<file path="src/rtl/rv32i_types.sv">
// Shared RV32I decode types and the reorder-buffer entry layout.
package rv32i_types;

    typedef enum logic [6:0] {
        op_lui   = 7'b0110111,
        op_auipc = 7'b0010111,
        op_jal   = 7'b1101111,
        op_jalr  = 7'b1100111,
        op_br    = 7'b1100011,
        op_load  = 7'b0000011,
        op_store = 7'b0100011,
        op_imm   = 7'b0010011,
        op_reg   = 7'b0110011,
        op_csr   = 7'b1110011
    } rv32i_opcode;

    typedef struct packed {
        logic [31:0] pc;
        rv32i_opcode opcode;
        logic [4:0]  rd;
        logic [2:0]  funct3;
        logic [31:0] imm;
    } pci_t;

    typedef struct packed {
        logic        rdy;
        logic [31:0] data;
        pci_t        pc_info;
    } sal2_t;

    typedef struct packed {
        logic        valid;
        logic        rdy;
        logic        mispredict;
        logic [31:0] data;
        logic [31:0] target;
        pci_t        pci;
    } rob_entry_t;

    function automatic logic writes_rd(rv32i_opcode op);
        return op inside {op_imm, op_reg, op_lui, op_auipc, op_jal, op_jalr, op_load};
    endfunction

endpackage

</file>
<file path="src/rtl/rob_commit_select.sv">
// Retirement window scan: counts ready entries from head, stopping after the first mispredict.
module rob_commit_select
    import rv32i_types::*;
#(
    parameter int unsigned SIZE     = 8,
    parameter int unsigned COMMIT_W = 4
) (
    input  rob_entry_t                entries [SIZE],
    input  logic [$clog2(SIZE)-1:0]   head,
    output logic [$clog2(SIZE):0]     k,
    output logic                      flush,
    output logic [31:0]               flush_pc
);
    localparam int unsigned IW = $clog2(SIZE);
    localparam int unsigned CW = IW + 1;

    logic stop;

    always_comb begin
        k        = '0;
        flush    = 1'b0;
        flush_pc = '0;
        stop     = 1'b0;
        for (int i = 0; i < COMMIT_W; i++) begin
            if (!stop && entries[head + IW'(i)].valid && entries[head + IW'(i)].rdy) begin
                k = k + CW'(1);
                // A mispredicted entry retires, but nothing younger may follow it.
                if (entries[head + IW'(i)].mispredict) begin
                    flush    = 1'b1;
                    flush_pc = entries[head + IW'(i)].target;
                    stop     = 1'b1;
                end
            end else begin
                stop = 1'b1;
            end
        end
    end

endmodule

</file>
<file path="src/rtl/rob_commit.sv">
// Reorder buffer: in-order multi-wide retirement with regfile write slots and mispredict flush.
module rob_commit
    import rv32i_types::*;
#(
    parameter int unsigned SIZE     = 8,
    parameter int unsigned COMMIT_W = 4
) (
    input  logic                             clk,
    input  logic                             rst,
    input  logic                             enq_valid,
    input  pci_t                             enq_pci,
    output logic                             enq_ready,
    output logic [$clog2(SIZE)-1:0]          enq_tag,
    input  logic                             wb_valid,
    input  logic [$clog2(SIZE)-1:0]          wb_tag,
    input  logic [31:0]                      wb_data,
    input  logic                             wb_mispredict,
    input  logic [31:0]                      wb_target,
    output logic                             commit,
    output logic [$clog2(SIZE):0]            num_deq,
    output logic [$clog2(SIZE)-1:0]          front_tag,
    output sal2_t                            rdest [SIZE],
    output logic [COMMIT_W-1:0]              rf_we,
    output logic [COMMIT_W-1:0][4:0]         rf_rd,
    output logic [COMMIT_W-1:0][31:0]        rf_data,
    output logic                             flush,
    output logic [31:0]                      flush_pc,
    output logic                             full,
    output logic                             empty
);
    localparam int unsigned IW = $clog2(SIZE);
    localparam int unsigned CW = IW + 1;

    rob_entry_t      entries_q [SIZE];
    rob_entry_t      entries_d [SIZE];
    logic [IW-1:0]   head_q, head_d, tail_q, tail_d;
    logic [CW-1:0]   count_q, count_d;
    logic            enq_fire;

    rob_commit_select #(
        .SIZE     (SIZE),
        .COMMIT_W (COMMIT_W)
    ) u_select (
        .entries  (entries_q),
        .head     (head_q),
        .k        (num_deq),
        .flush    (flush),
        .flush_pc (flush_pc)
    );

    assign full      = count_q == CW'(SIZE);
    assign empty     = count_q == '0;
    assign enq_ready = !full && !flush;
    assign enq_fire  = enq_valid && enq_ready;
    assign enq_tag   = tail_q;
    assign front_tag = head_q;
    assign commit    = num_deq != '0;

    always_comb begin
        for (int i = 0; i < COMMIT_W; i++) begin
            rf_we[i]   = (CW'(i) < num_deq) && (entries_q[head_q + IW'(i)].pci.rd != 5'd0)
                         && writes_rd(entries_q[head_q + IW'(i)].pci.opcode);
            rf_rd[i]   = entries_q[head_q + IW'(i)].pci.rd;
            rf_data[i] = entries_q[head_q + IW'(i)].data;
        end
    end

    always_comb begin
        for (int j = 0; j < SIZE; j++) begin
            rdest[j].rdy     = entries_q[j].valid && entries_q[j].rdy;
            rdest[j].data    = entries_q[j].data;
            rdest[j].pc_info = entries_q[j].pci;
        end
    end

    always_comb begin
        entries_d = entries_q;
        head_d    = head_q;
        tail_d    = tail_q;
        count_d   = count_q;
        if (flush) begin
            for (int j = 0; j < SIZE; j++) begin
                entries_d[j].valid      = 1'b0;
                entries_d[j].rdy        = 1'b0;
                entries_d[j].mispredict = 1'b0;
            end
            head_d  = '0;
            tail_d  = '0;
            count_d = '0;
        end else begin
            if (wb_valid && entries_q[wb_tag].valid && !entries_q[wb_tag].rdy) begin
                entries_d[wb_tag].rdy        = 1'b1;
                entries_d[wb_tag].data       = wb_data;
                entries_d[wb_tag].mispredict = wb_mispredict;
                entries_d[wb_tag].target     = wb_target;
            end
            for (int i = 0; i < COMMIT_W; i++) begin
                if (CW'(i) < num_deq) begin
                    entries_d[head_q + IW'(i)].valid = 1'b0;
                    entries_d[head_q + IW'(i)].rdy   = 1'b0;
                end
            end
            // The tail slot is never in the retiring window unless full, which blocks enqueue.
            if (enq_fire) begin
                entries_d[tail_q].valid      = 1'b1;
                entries_d[tail_q].rdy        = 1'b0;
                entries_d[tail_q].mispredict = 1'b0;
                entries_d[tail_q].pci        = enq_pci;
                tail_d                       = tail_q + IW'(1);
            end
            head_d  = head_q + IW'(num_deq);
            count_d = count_q + CW'(enq_fire) - num_deq;
        end
    end

    always_ff @(posedge clk or negedge rst) begin
        if (!rst) begin
            head_q  <= '0;
            tail_q  <= '0;
            count_q <= '0;
            for (int j = 0; j < SIZE; j++) begin
                entries_q[j] <= '0;
            end
        end else begin
            head_q    <= head_d;
            tail_q    <= tail_d;
            count_q   <= count_d;
            entries_q <= entries_d;
        end
    end

endmodule
</file>
<file path="config.mk">
export PLATFORM = sky130hd
export DESIGN_NAME = rob_commit
export DESIGN_NICKNAME = d
export VERILOG_FILES = /design/src/rtl/rv32i_types.sv /design/src/rtl/rob_commit_select.sv /design/src/rtl/rob_commit.sv
export SDC_FILE = /design/constraint.sdc
export NUM_CORES = 2
export LEC_CHECK = 0
export ABC_AREA = 0
export BUFFER_PORTS_ARGS = -buffer_cell sky130_fd_sc_hd__buf_2
export CAP_MARGIN = 30
export CORE_AREA = 5 5 485 487
export DETAILED_ROUTE_END_ITERATION = 6
export DIE_AREA = 0 0 490 492
export PLACE_DENSITY_LB_ADDON = 0.05
export SETUP_SLACK_MARGIN = 0.1
export SYNTH_ARGS = -nofsm -noshare
export SYNTH_HDL_FRONTEND = slang
export SYNTH_SLANG_ARGS = --single-unit
</file>
<file path="constraint.sdc">
create_clock -name clk -period 7.71 [get_ports clk]
set_clock_uncertainty 0.15 [all_clocks]
set_input_delay 1.542 -clock clk [delete_from_list [all_inputs] [get_ports clk]]
set_output_delay 1.542 -clock clk [all_outputs]
set_load 0.005 [all_outputs]
</file>
After elaboration in Yosys (flattened, before gate mapping)
Index checks and enable logic that the tools add are counted.

word-level totals
  bits in registers = 1178
  input port bits = 151
  output and inout bits = 1095
  logic and storage cells = 305

operators by class
  add/sub/neg operators = 10
  $lt $le $gt $ge = 16
  equal/unequal tests = 29
  mux-type cells = 111
  bitwise operators = 6
  reduce and logical (&&, ||, !) cells = 50

operator list
  operator            number
  $bwmux 1168         16
  $mux 1168           11
  $demux 146 s3       16
  $bmux 146 s3        5
  $mux 146            15
  $mux 145            6
  $mux 144            2
  $mux 32             8
  $mux 143            1
  $mux 111            1
  $mux 79             1
  $eq 7x5->1 const B  8
  $eq 7x6->1 const B  8
  $eq 7x7->1 const B  8
  $logic_and 1x1->1   33
  $mux 3              11
  $eq 7x2->1 const B  4
  $reduce_bool 7->1   4
  $ge 4x4->1 const B  6
  $lt 4x1->1 const B  6
  $not 3->4           6
  $reduce_bool 5->1   4
  $mux 4              4
  $mux 1              14
  13 further kinds    24

Logic depth before layout (Yosys ltp)
  depth in word-level cells = 41
  mapped depth = 27

Hierarchy
A second synthesis with hierarchy kept.

second synthesis, totals
  cell total of the unflattened synthesis = 5577
  area, all modules = 69857.0 µm²

by module, submodules not included
  module             instances  cells each  area each (µm²)  seq. area each (µm²)
  rob_commit         1          4772        60470.5          29478.3
  rob_commit_select  1          805         9386.5           0.0

Worst setup path before layout
No wires, ideal clock.

  kind = reg2out
  from = register head_q[0], in the netlist front_tag[0]
  to = output port rf_we[2]
  arrival time = 5701 ps
  setup slack = 317 ps
  stages on the path, launching flop included = 25
  cell sequence = dfrtp_1 -> buf_4 -> buf_6 -> buf_2 -> inv_1 -> clkbuf_1 -> clkbuf_1 -> buf_1 -> clkbuf_1 -> ha_1 -> buf_2 -> inv_2 -> mux4_2 -> nand3_2 -> inv_1 -> ha_1 -> clkbuf_2 -> xnor2_1 -> ha_1 -> nor2b_1 -> nand2_1 -> o41ai_1 -> nor2_1 -> clkbuf_1 -> and4_1

on the way
  word-level cells in the longest chain between the ends = 21
  elaborated cells on any way between the ends = 54
  classes of those cells = add/sub (6); order compare (1); eq/ne (7); mux (22); bitwise (4); reduce/logical (14)

RTL lines
  element                                               RTL line           source
  start: declaration                                    rob_commit.sv:36   logic [IW-1:0] head_q, head_d, tail_q, tail_d;
  start signal: assignment                              rob_commit.sv:118  head_q <= '0;
  start signal: assignment                              rob_commit.sv:125  head_q <= head_d;
  branches (longest 20 deep; another with $add 4x1->4)  n/a
  $logic_and 1x1->1 (*)                                 rob_commit.sv:62   && writes_rd(entries_q[head_q + IW'(i)].pci.opcode);
  end: declaration                                      rob_commit.sv:23   output logic [COMMIT_W-1:0] rf_we,

Mark *: on every way between the ends. The select of a mux whose other input is x is not followed.

Worst setup path after layout
  from = register head_q[1], in the netlist front_tag[1]
  to = output port rf_we[2]

Same word-level chain as after synthesis.

==> summary.md <==
| Metric | Value |
|---|---|
| Status | finished, final reports clean |
| Worst setup path endpoint | rf_we[2] |
| Area leader, netlist | dfrtp_1 |
| Top cells by area, synth | dfrtp_1, mux2_2, mux4_2 |
| Total track usage | 0.220 |
| Worst R2R Setup Slack | 1.50 ns |
| Via total after detailed routing | 42300 |
| Synthesized net count | 5075 |
| Layout cell share with drive strength beyond 1 | 0.656 |
| Core area | 231000 um2 |
| Largest net degree at the start of global routing | 140 |
| Peak supply drop | 0.540 mV |
| Starting Density | 0.295 |
| Maxcap violations | 0 |
| Post-CTS Hold Buffers | 0 |
| Detail Route Antenna Nets | 0 |
| Drt wl/cell | 32.5 um |
| Crit. Startpoint | front_tag[1] |
| Via density | 5.06 |
| PD cells | 548 nW/um2 |
| Area delta synth->final | 12.5% |
| FF/Latch Area | 29500 um2 |
| Die ar. | 241000 um2 |
| Placer congestion estimate | 0.805 |
| Worst skew pair latency | 0.80 ns |
| Final HPWL DP | 187 mm |
| Syn_area_per_cell | 13.9 um2 |
| Number of global-route vias before repair | 44600 |
| Port-buffer cells | 1244 |
| Clock sink count | 1178 |
| Worst-path clk slew | 0.06 ns |
| Hold Fails Final Rpt | 0 |
| Worst hold start | rdest[66] |
| Post-synth ARST share | 1.00 |
| Final nets | 5360 |
| Max frequency | 137 MHz |
| Count of flip-flops with a built-in enable after synthesis | 0 |
| Synth Register Bits | 1178 |
| Multi-input logic area | 30800 um2 |
| DRT iter0 DRCs | 2132 |
| Global route total overflow | 0 |
| Number of remaining DRC errors | 0 |
| Bufs on Longest Clock Path | 3 |
| Worst Setup End Kind | output port |
| Worst r2r dst | rdest[613] |
| Class of the worst hold path | reg2reg |
| Boundary Pins | 1246 |
| Critical Path Start Type | register |
| R2r startpoint | front_tag[0] |
| First-pass detailed-route iteration total | 5 |
| Fill count | 23000 |
| Total Wirelength | 272 mm |
| WHS Path Cells | 1 |
| Post-Syn Instances | 4906 |
| Pleak | 0.0345 uW |
| Final-report setup violation count | 0 |
| H-tree depth | 4 |
| Total CTS buffers | 154 |
| Critical path data arrival time | 5.63 ns |
| R2R depth | 12 |
| Distinct cells, synth | 68 |
| Height of the chip | 492 um |
| Root Buffer | clkbuf_16 |
| Final TNS setup | 0 ns |
| Crit Path Max Fanout | 48 |
| Ys flop type | dfrtp_1 |
| Ys Warns | 0 |
| Min Tclk post-route | 7.32 ns |
| First-pass GRT wire length | 380 mm |
| Finished Cell Area | 76800 um2 |
| Initial antenna violation count | 41 |
| Yosys top cell area share | 0.432 |
| RSZ-0062 raised after global routing | false |
| Slew Viols, Final | 0 |
| Sequential share of the synthesized area | 0.432 |
| Cell Area, Placed | 71400 um2 |
| Fin crit share | 0.950 |
| Post-Syn Area | 68200 um2 |
| CTS tree | yes |
| Worst EP required | 6.02 ns |
| Worst slew pin tran | 1.20 ns |
| Headroom to the max-slew limit | 0.198 |
| Chip width | 490 um |
| Placement row count | 177 |
| WS Path Type | reg2out |
[power by group]
group / total [uW] / internal [uW] / switching (uW)
registers: 12000 / 9270 / 2710
logic: 22500 / 11300 / 11300
clock network: 7540 / 4520 / 3020
[layout by cell type, fill, tap and decap left out, types with 7 or more instances in the layout]
cell type / Yosys / routed
a21oi_1: 26 / 26
and2_1: 16 / 15
buf_12: 0 / 24
buf_2: 115 / 1244
buf_4: 902 / 49
bufinv_16: 0 / 12
clkbuf_1: 120 / 36
clkbuf_16: 0 / 157
clkbuf_8: 0 / 36
clkinv_2: 0 / 22
dfrtp_1: 1178 / 1175
diode_2: 0 / 7
ha_1: 16 / 14
inv_1: 17 / 16
mux2_1: 19 / 19
mux2_2: 1420 / 1420
mux2_4: 9 / 9
mux2i_1: 144 / 144
mux4_2: 445 / 445
nand2_1: 38 / 33
nand3_1: 26 / 26
nor2_1: 89 / 82
nor3_1: 31 / 29
o21ai_0: 78 / 78
o22ai_1: 32 / 32
[routing by layer]
layer  global-route usage  share of wire
met4               0.0502          0.023
met5                    0        0.00025
met2                0.393           0.51
met3               0.0663          0.070
met1                0.259           0.39
[how the worst min path moves through the flow]
stage	end	slack [ns]
global placement	rdest[7]	0.32
global route	rdest[32]	0.36
finish	rdest[66]	0.33
floorplan	rdest[0]	0.31
CTS	rdest[66]	0.34
detailed placement	rdest[32]	0.32
[worst max-delay path, cell delays in order (launching register included)]
cell and delay [ns]:
dfrtp_4 0.54, inv_12 0.28, ha_4 0.36, inv_12 0.25, mux4_2 0.61, nand3_2 0.20
inv_1 0.11, ha_1 0.27, a41oi_1 0.29, inv_1 0.13, ha_1 0.28, and3_1 0.18
nand3_1 0.08, o21bai_1 0.10, nor2_2 0.49, and4_1 0.44, buf_2 0.17
[synth_stat cells, types with 31 or more instances]
master	number
buf_1	54
buf_2	115
buf_4	902
clkbuf_1	120
dfrtp_1	1178
mux2_2	1420
mux2i_1	144
mux4_2	445
nand2_1	38
nor2_1	89
nor3_1	31
o21ai_0	78
o22ai_1	32
[flip-flops by register name, summed over array words and instances (netlist names)]
signal     flops
front_tag      3
enq_tag        3
rdest        888
entries_q    280
count_q        4
[cells by family (layout without fill, tap and decap cells)]
logic type                 Yosys count  count (layout)  share of synthesized area
DFF                               1178            1178                      0.432
buffers and inverters             1218            1623                      0.119
and+or+nand+nor                    257             257                     0.0190
muxes                             2037            2037                      0.408
other                                1               8                  0.0000550
adders and majority gates           18              18                    0.00352
xor gates and xnor gates            12              12                    0.00165
AOI/OAI and AO/OA                  185             185                     0.0168
[cell type report]
class	count	area share
Timing Repair Buffer	1325	0.0943
Multi-Input combinational cell	2510	0.401
Tap cell	3043	0.0496
Antenna cell	7	0.000228
Clock inverter	47	0.00971
Clock buffer	229	0.0594
Sequential cell	1178	0.384
Inverter	22	0.00153
[repair_timing]
item | CTS | global route
buffers inserted | 0 | 0
gates resized for setup | 3 | 3
pin swaps | 0 | 0
endpoints found under the setup margin | 2 | 2
[stage by stage]
stage | std cells | total power [uW] | util | hold slack [ns] | setup WS, ns
global placement | 8068 | 35000 | 0.308 | 0.316 | 0.695
detailed placement | 8075 | 35200 | 0.309 | 0.320 | 0.736
global route | 8358 | 44600 | 0.332 | 0.358 | 0.0953
floorplan | 4906 | 27500 | - | 0.309 | 0.317
finish | 8361 | 42100 | 0.332 | 0.334 | 0.388
CTS | 8351 | 43000 | 0.332 | 0.338 | 0.105
Note: power is estimated with default switching activity, not from simulation.
